File: src/rtl/pci_burst_mem.sv
// PCI burst target memory: byte-enabled single-port RAM with an
// auto-incrementing burst address, registered reads and an overrun flag.
module pci_burst_mem #(
  parameter int DATA_W  = 32,
  parameter int ADDR_W  = 4,
  parameter int WRAP_EN = 0
) (
  input  logic                CLK,
  input  logic                RST_N,
  input  logic                START,
  input  logic [ADDR_W-1:0]   ADDR_M,
  input  logic                Mem_WE,
  input  logic [DATA_W/8-1:0] BE,
  input  logic                VALID,
  input  logic                LAST,
  input  logic [DATA_W-1:0]   IN_DATA_M,
  output logic [DATA_W-1:0]   OUT_DATA_M,
  output logic                OUT_VALID,
  output logic                BUSY,
  output logic                ERR,
  output logic [ADDR_W-1:0]   CUR_ADDR
);

  localparam int NB    = DATA_W / 8;
  localparam int DEPTH = 2 ** ADDR_W;

  localparam logic [ADDR_W-1:0] TOP = '1;

  localparam logic [0:0] S_IDLE  = 1'b0;
  localparam logic [0:0] S_BURST = 1'b1;

  logic [DATA_W-1:0] mem_q [DEPTH];

  logic [0:0]        state_q, state_d;
  logic [ADDR_W-1:0] addr_q, addr_d;
  logic              dir_q, dir_d;
  logic              err_q, err_d;
  logic [DATA_W-1:0] rdata_q, rdata_d;
  logic              rvalid_q, rvalid_d;

  logic              beat;
  logic              wr_beat;
  logic              rd_beat;
  logic [DATA_W-1:0] be_mask;

  assign beat    = (state_q == S_BURST) && VALID;
  assign wr_beat = beat && dir_q;
  assign rd_beat = beat && !dir_q;

  always_comb begin
    be_mask = '0;
    for (int k = 0; k < NB; k++) begin
      be_mask[8*k +: 8] = {8{BE[k]}};
    end
  end

  always_comb begin
    state_d  = state_q;
    addr_d   = addr_q;
    dir_d    = dir_q;
    err_d    = err_q;
    rvalid_d = rd_beat;
    rdata_d  = rdata_q;
    if (rd_beat) begin
      rdata_d = mem_q[addr_q] & be_mask;
    end
    unique case (1'b1)
      (state_q == S_BURST): begin
        if (VALID) begin
          // LAST outranks the top-of-memory check
          if (LAST) begin
            state_d = S_IDLE;
          end else if (addr_q != TOP) begin
            addr_d = addr_q + 1'b1;
          end else if (WRAP_EN != 0) begin
            addr_d = '0;
          end else begin
            err_d   = 1'b1;
            state_d = S_IDLE;
          end
        end
      end
      default: begin
        if (START) begin
          addr_d  = ADDR_M;
          dir_d   = Mem_WE;
          err_d   = 1'b0;
          state_d = S_BURST;
        end
      end
    endcase
  end

  always_ff @(posedge CLK or negedge RST_N) begin
    if (!RST_N) begin
      state_q  <= S_IDLE;
      addr_q   <= '0;
      dir_q    <= 1'b0;
      err_q    <= 1'b0;
      rdata_q  <= '0;
      rvalid_q <= 1'b0;
    end else begin
      state_q  <= state_d;
      addr_q   <= addr_d;
      dir_q    <= dir_d;
      err_q    <= err_d;
      rdata_q  <= rdata_d;
      rvalid_q <= rvalid_d;
    end
  end

  // Array contents survive reset on purpose
  always_ff @(posedge CLK) begin
    if (wr_beat) begin
      for (int k = 0; k < NB; k++) begin
        if (BE[k]) begin
          mem_q[addr_q][8*k +: 8] <= IN_DATA_M[8*k +: 8];
        end
      end
    end
  end

  assign OUT_DATA_M = rdata_q;
  assign OUT_VALID  = rvalid_q;
  assign BUSY       = (state_q == S_BURST);
  assign ERR        = err_q;
  assign CUR_ADDR   = addr_q;

endmodule
File: config.mk
export PLATFORM = sky130hd
export DESIGN_NAME = pci_burst_mem
export DESIGN_NICKNAME = d
export VERILOG_FILES = /design/src/rtl/pci_burst_mem.sv
export SDC_FILE = /design/constraint.sdc
export NUM_CORES = 1
export LEC_CHECK = 0
export BUFFER_PORTS_ARGS = -buffer_cell sky130_fd_sc_hd__buf_2
export CAP_MARGIN = 30
export CORE_UTILIZATION = 45
export CTS_CLUSTER_SIZE = 10
export DETAILED_ROUTE_END_ITERATION = 10
export HOLD_SLACK_MARGIN = 0.12
export PLACE_DENSITY = 0.72
export SYNTH_ARGS = -nofsm -noshare
export SYNTH_HDL_FRONTEND = slang
export SYNTH_SLANG_ARGS = --single-unit
export TNS_END_PERCENT = 100
File: constraint.sdc
create_clock -name CLK -period 2.43 [get_ports CLK]
set_input_delay 0.243 -clock CLK [delete_from_list [all_inputs] [get_ports CLK]]
set_output_delay 0.243 -clock CLK [all_outputs]
set_load 0.05 [all_outputs]
==> run metrics, run 1 <==
final core utilization=0.540; number of pins with negative max-slew slack in the final report=0; Maximum Capacitance Violations=0; cell with the largest stage delay on the worst path=dfrtp_1; DIE HEIGHT=220 µm; clock-pin transition on the worst setup and hold timing paths=0.05 ns; number of vias per cell=5.66; dominant delay contributor by cell family on the critical path=flip-flops; Final Wtd Congestion=0.794; placeable core region=46800 µm²; multiplexer share of the synthesized area=0.181; Clk network pwr share=0.315; top-level I/O count=85; most used standard cell by instance count after synthesis=edfxtp_1; worst path cell trace=ha_1, nand3_2, nor3b_1, o21ai_0, o21ai_0, dlygate4sd3_1; Synthesis Warnings=0; number of cells produced by synthesis=992; switching power summed over all nets=7.24 mW; residual DRC count=14; final period utilization=0.928; vias in the first global route=10900; Overall Power=25.5 mW; count of input and output buffers=84; Num CTS Buffers=61; final critical-path setup slack=0.175 ns; maximum number of pins on one net before global-route repair=51; IR Drop Worst-Case VDD=0.591 mV; part of the power in registers=0.433; synthesized-area fraction occupied by and/or/nand/nor cells=0.0201; overall die area=48500 µm²; delay contributed by the slowest stage of the critical path=0.56 ns; grt ovf=0; effective utilization at floorplan=0.458; fraction of power spent switching nets=0.284; Max Clock Freq=0.443 GHz; post-route antenna net violation count=0; fraction of registers with async set/reset=0.0725; outcome=complete, but fails checks; unrepaired setup endpoints after global routing=false; Post-layout nets=1263; Hold WC Path Type=primary input to flop; count of final setup violators=0; Synth top area share=0.718; number of endpoints with negative hold slack in the final report=0; R2R Setup Slk=0.17 ns; Site Rows=79; Filler cells=3563; crit-path max FO=7; drt first-iter violations=825; CP Class=flop to flop; type of element capturing the critical path=flop; count of inserted antenna diode cells=0; combinational group share of total power=0.252; total routed wirelength=46500 µm; design internal power=18.3 mW; headroom to the max-slew limit=0.603; Area Overhead vs Synth=17.8%; data required time of the critical path=2.95 ns; detailed-route wire length per cell=24.9 µm; buffer count from post-CTS setup fixing=0; Main synth FF type=edfxtp_1; cell repeated most along the worst path=o21ai_0; Distinct cells, synth=30; main combinational cell family by area after synthesis=multiplexers; maximum clock skew at final layout=0.0126 ns; proportion of layout cells with a drive suffix above 1=0.292; number of flops mapped to enable cells by yosys=512; post-DP HPWL=27800 µm; min cycle time layout=2.26 ns; Clock Tree Root=clkbuf_16; cells taking the most area after synthesis=edfxtp_1 (72%), mux4_2 (13%), dfrtp_1 (4.7%); width of the chip=220 µm; maximum level of the CTS H-tree=2; Avg Synthesized Cell Area=21.6 µm²; violated checks=DRC; total leakage power=8.66 nW; detailed-route via count=10600; final cell count without fillers=1866; cell type contributing the most total cell area after synthesis=edfxtp_1; Commonest cells post-synth=edfxtp_1 (512), mux4_2 (128), mux2i_1 (98); first-pass GRT wire length=68700 µm; number of sinks handled by clock tree synthesis=552; number of detailed-route iterations in the first pass=8; CTS Buffer Depth=3; adder-cell share of the synthesized area=0.00234; Net Count, Synth=1042; antenna violations before repair=0; placed cells=1713; compound-gate portion of the synthesized area=0.0171; transition time of the tightest slew-check pin=0.595 ns; TritonCTS clock tree=built; Crit path buffers/inverters=1; XOR/XNOR Fraction of Synth Area=0; Setup crit start kind=flop; power density of the placed cells=1010 nW/µm²; clock latency of the later-clocked register in the worst-skew pair=0.59 ns; netlist area before placement=21400 µm²; number of synthesized register bits=552; Worst EP arrival=2.78 ns; Setup WS pre-CTS=0.341 ns; overall track demand over capacity in global routing=0.196; post-synthesis sequential area ratio=0.765
-- worst paths after layout --
| kind | startpoint | endpoint | cells after the start |
|---|---|---|---|
| hold reg to reg | OUT_DATA_M[14]$_DFFE_PN0P_ | OUT_DATA_M[14]$_DFFE_PN0P_ | 1 |
| min in group asynchronous | RST_N | OUT_DATA_M[19]$_DFFE_PN0P_ | 2 |
| setup / recovery | CUR_ADDR[1]$_DFFE_PN0P_ | ERR$_DFFE_PN0P_ | 6 |
| hold / removal | VALID | CUR_ADDR[1]$_DFFE_PN0P_ | 4 |
| max in group asynchronous | RST_N | OUT_DATA_M[3]$_DFFE_PN0P_ | 3 |
| setup reg to reg | CUR_ADDR[1]$_DFFE_PN0P_ | ERR$_DFFE_PN0P_ | 6 |
-- stage by stage --
step / hold slack [ns] / setup TNS, ns / instance area (µm²)
2_1_floorplan: -0.0526 / -2.89 / 21400
4_1_cts: 0.154 / 0 / 25200
6_report: 0.172 / 0 / 25200
3_5_place_dp: 0.272 / 0 / 23100
5_1_grt: 0.180 / 0 / 25200
3_3_place_gp: 0.272 / 0 / 23100
-- cells by family after synthesis --
group                      after synthesis
DFF                                    552
buffers and inverters                   61
adders and majority gates                4
AOI/OAI and AO/OA                       43
and+or+nand+nor                        105
muxes                                  227
-- per-layer routing --
metal | routed length [µm] | global-route usage | vias to the layer above
met1 | 19100 | 0.271 | 5555
met3 | 3340 | 0.0337 | 87
met2 | 22700 | 0.319 | 398
met5 | 0 | 0 | -
met4 | 1310 | 0.0676 | 0
li1 | - | - | 4529
-- registers in the layout, summed over array words and instances (netlist names) --
| name | cells |
|---|---|
| CUR_ADDR | 4 |
| OUT_VALID | 1 |
| BUSY | 1 |
| mem_q | 512 |
| ERR | 1 |
| OUT_DATA_M | 32 |
| dir_q | 1 |
-- power groups by stage --
stage | Combinational [mW] | Sequential, mW | Clock [mW]
finish | 6.43 | 11.0 | 8.04
detailed placement | 6.42 | 11.2 | 0
global route | 6.85 | 11.1 | 8.55
CTS | 6.52 | 11.0 | 8.19
floorplan | 4.02 | 11.9 | 0
global placement | 6.34 | 11.2 | 0
-- worst reg2reg max path: cells and delay by family, from the launching register on --
family          cells  cell delay, ns
compound gates      2            0.17
fa+ha+maj           1            0.42
buf+inv             1            0.56
flops               1            0.56
simple gates        2            0.49
-- cell usage in the layout, fill, tap and decap left out, drive strengths merged --
cell           n
a21oi          1
and3           1
mux2i         98
nand3          6
clkinv         1
a221oi         1
nor3b          1
edfxtp       512
nor2b          3
or2            1
buf          169
nand2         20
clkbuf       108
nor2          68
a211oi         1
o21ai          4
dfrtp         40
inv            6
nand4          1
o22a           1
and2           4
ha             4
dlygate4sd3   44
mux4         128
mux2           1
a31oi          2
o32ai          1
a22o          32
-- repair_timing --
action                                  4_1_cts  5_1_grt
hold endpoints to repair                    542        0
hold buffers                                 44        0
endpoints found under the setup margin        0        1
gates resized for setup                       0        1
-- final cells by class --
type / instances / area [µm²] / share of cell area
clock buffer: 108 / 1700 / 0.0675
sequential: 552 / 16400 / 0.649
multi-input combinational: 379 / 4730 / 0.187
clock inverter: 1 / 8.76 / 0.000347
inverter: 6 / 25.0 / 0.000992
tap: 607 / 759 / 0.0301
timing repair buffer: 213 / 1620 / 0.0644
Power figures use the tool's default switching activity.
==> inputs of run 2 (changes only) <==
- CELL_PAD_IN_SITES_DETAIL_PLACEMENT: unset -> 1
- CELL_PAD_IN_SITES_GLOBAL_PLACEMENT: unset -> 2
- CORE_UTILIZATION: 45 -> 44
- PLACE_DENSITY: 0.72 -> 0.86
- clock period: 2.43 -> 2.05 ns (I/O delays scaled with it)
==> run metrics, run 2 (same netlist as run 1, synthesis figures left out) <==
Setup crit start kind=flop; maximum clock skew at final layout=0.0153 ns (+0.00267 ns); antenna violations before repair=1 (+1); Clock Tree Root=clkbuf_16; unrepaired setup endpoints after global routing=true; proportion of layout cells with a drive suffix above 1=0.372 (+0.0805); DIE HEIGHT=223 µm (+1.1%); cell with the largest stage delay on the worst path=dfrtp_4; maximum number of pins on one net before global-route repair=47 (-7.8%); headroom to the max-slew limit=0.480 (-0.123); launch point of the critical path=CUR_ADDR[2]$_DFFE_PN0P_; number of sinks handled by clock tree synthesis=552 (unchanged); total leakage power=8.99 nW (+3.9%); violated checks=setup timing; CTS Buffer Depth=3 (unchanged); Overall Power=32.8 mW (+29%); top-level I/O count=85 (unchanged); effective utilization at floorplan=0.448 (-0.0105); Area Overhead vs Synth=23.5%; Max Clock Freq=0.475 GHz (+7.2%); count of input and output buffers=84 (unchanged); Maximum Capacitance Violations=0 (unchanged); number of detailed-route iterations in the first pass=5 (-3); Final Wtd Congestion=0.745 (-6.1%); delay contributed by the slowest stage of the critical path=0.53 ns (-0.03 ns); Crit path buffers/inverters=2 (+1); number of pins with negative max-slew slack in the final report=0 (unchanged); beginning of the worst hold path=ADDR_M[0]; outcome=complete, but fails checks; Reg with most FFs=mem_q; maximum level of the CTS H-tree=3 (+1); power density of the placed cells=1240 nW/µm² (+23%); grt ovf=0 (unchanged); clock latency of the later-clocked register in the worst-skew pair=0.58 ns (about the same); overall track demand over capacity in global routing=0.215 (+0.0180); worst path cell trace=buf_4, buf_12, mux4_2, mux2i_1, mux2i_2, a22o_1; min cycle time layout=2.10 ns (-0.152 ns); IR Drop Worst-Case VDD=1.15 mV (+95%); dominant delay contributor by cell family on the critical path=multiplexers; top library cells by usage in the layout, fill and taps aside=edfxtp_1 (512), mux4_2 (128), mux2i_1 (91); final core utilization=0.553 (+0.0131); total routed wirelength=52900 µm (+14%); detailed-route wire length per cell=27.7 µm (+11%); worst r2r src=CUR_ADDR[2]$_DFFE_PN0P_; most common library cell in the layout ignoring fill and taps=edfxtp_1; post-DP HPWL=32100 µm (+16%); number of endpoints with negative hold slack in the final report=0 (unchanged); summed negative setup slack over all endpoints=-0.262 ns (-0.262 ns); type of element capturing the critical path=flop; detailed-route via count=10900 (+2.9%); crit-path max FO=10 (+3); Num CTS Buffers=66 (+8.2%); first-pass GRT wire length=77000 µm (+12%); Worst EP arrival=2.57 ns (-0.21 ns); final standard cell area without fillers=26500 µm² (+4.8%); drt first-iter violations=848 (+2.8%); count of final setup violators=16 (+16); residual DRC count=0 (-14); final critical-path setup slack=-0.0533 ns (-0.228 ns); Hold WC Path Type=primary input to flop; TritonCTS clock tree=built; overall die area=49600 µm² (+2.3%); final period utilization=1.03 (+0.0979); placed instance area=23600 µm² (+2.2%); vias in the first global route=11900 (+9.1%); post-route antenna net violation count=0 (unchanged); transition time of the tightest slew-check pin=0.780 ns (+0.185 ns); Post-layout nets=1292 (+2.3%); width of the chip=223 µm (+1.1%); Site Rows=80 (+1.3%); number of vias per cell=5.70 (+0.55%); clock-pin transition on the worst setup and hold timing paths=0.05 ns (about the same); placeable core region=47800 µm² (+2.3%); CP Class=flop to flop; number of flip-flops in the largest register=512 (unchanged); data required time of the critical path=2.51 ns (-0.44 ns)
run 2: changes by cell type in the layout (fill, tap and decap cells not counted), moves of 6 or more:
cell / change
nor2_2: +18
mux2i_2: +6
nor2_4: +37
buf_12: +23
mux2i_1: -7
clkbuf_16: +14
nor2_1: -55
run 2: where the power goes:
part	internal [mW]	total, mW	switching (mW)
Combinational	4.00	8.80	4.80
Clock	6.58	10.9	4.30
Sequential	12.8	13.1	0.328
run 2: metal layers:
layer / vias to the layer above / share of wire / global-route usage
li1: 4598 / - / -
met1: 5871 / 0.41 / 0.280
met2: 319 / 0.52 / 0.365
met3: 84 / 0.053 / 0.0399
met4: 0 / 0.024 / 0.0665
met5: - / 0 / 0
run 2: stage by stage:
stage	cells	hold slack, ns	worst slack, ns
after floorplan	992	-0.0906	-0.136
after global placement	1715	0.300	0.0279
after detailed placement	1715	0.309	-0.0330
after CTS	1880	0.204	-0.0409
after global routing	1909	0.243	-0.115
final	1909	0.208	-0.0533
run 2: path summary, 6_finish.rpt:
| check | end | slack [ns] | cells past startpoint |
|---|---|---|---|
| setup / recovery | OUT_DATA_M[30]$_DFFE_PN0P_ | -0.05 | 6 |
| hold / removal | CUR_ADDR[0]$_DFFE_PN0P_ | 0.21 | 4 |
| setup reg to reg | OUT_DATA_M[30]$_DFFE_PN0P_ | -0.05 | 6 |
| hold reg to reg | OUT_DATA_M[12]$_DFFE_PN0P_ | 0.50 | 1 |
| max in group asynchronous | OUT_DATA_M[23]$_DFFE_PN0P_ | 1.17 | 3 |
| min in group asynchronous | OUT_DATA_M[18]$_DFFE_PN0P_ | 0.23 | 2 |
run 2: timing repair:
| item | CTS | global route |
|---|---|---|
| setup endpoints to repair | 29 | 93 |
| gates resized for setup | 4 | 12 |
| setup buffers | 6 | 26 |
| pin swaps | 4 | 10 |
| hold buffers | 40 | 0 |
| endpoints found under the hold margin | 538 | 0 |
| cloned | 0 | 2 |
run 2: tightest hold or removal path: stages:
cell and delay [ns]:
buf_2 0.07, nor2b_1 0.20, a211oi_1 0.08, a21oi_1 0.17
run 2: area by class of cell:
type	instances	area (µm²)
Fill cell	4143	21400
Sequential cell	552	16400
Multi-Input combinational cell	379	5120
Timing Repair Buffer	237	2130
Clock buffer	117	2000
Tap cell	615	769
Inverter	6	25.0
Clock inverter	2	16.3
Antenna cell	1	2.50
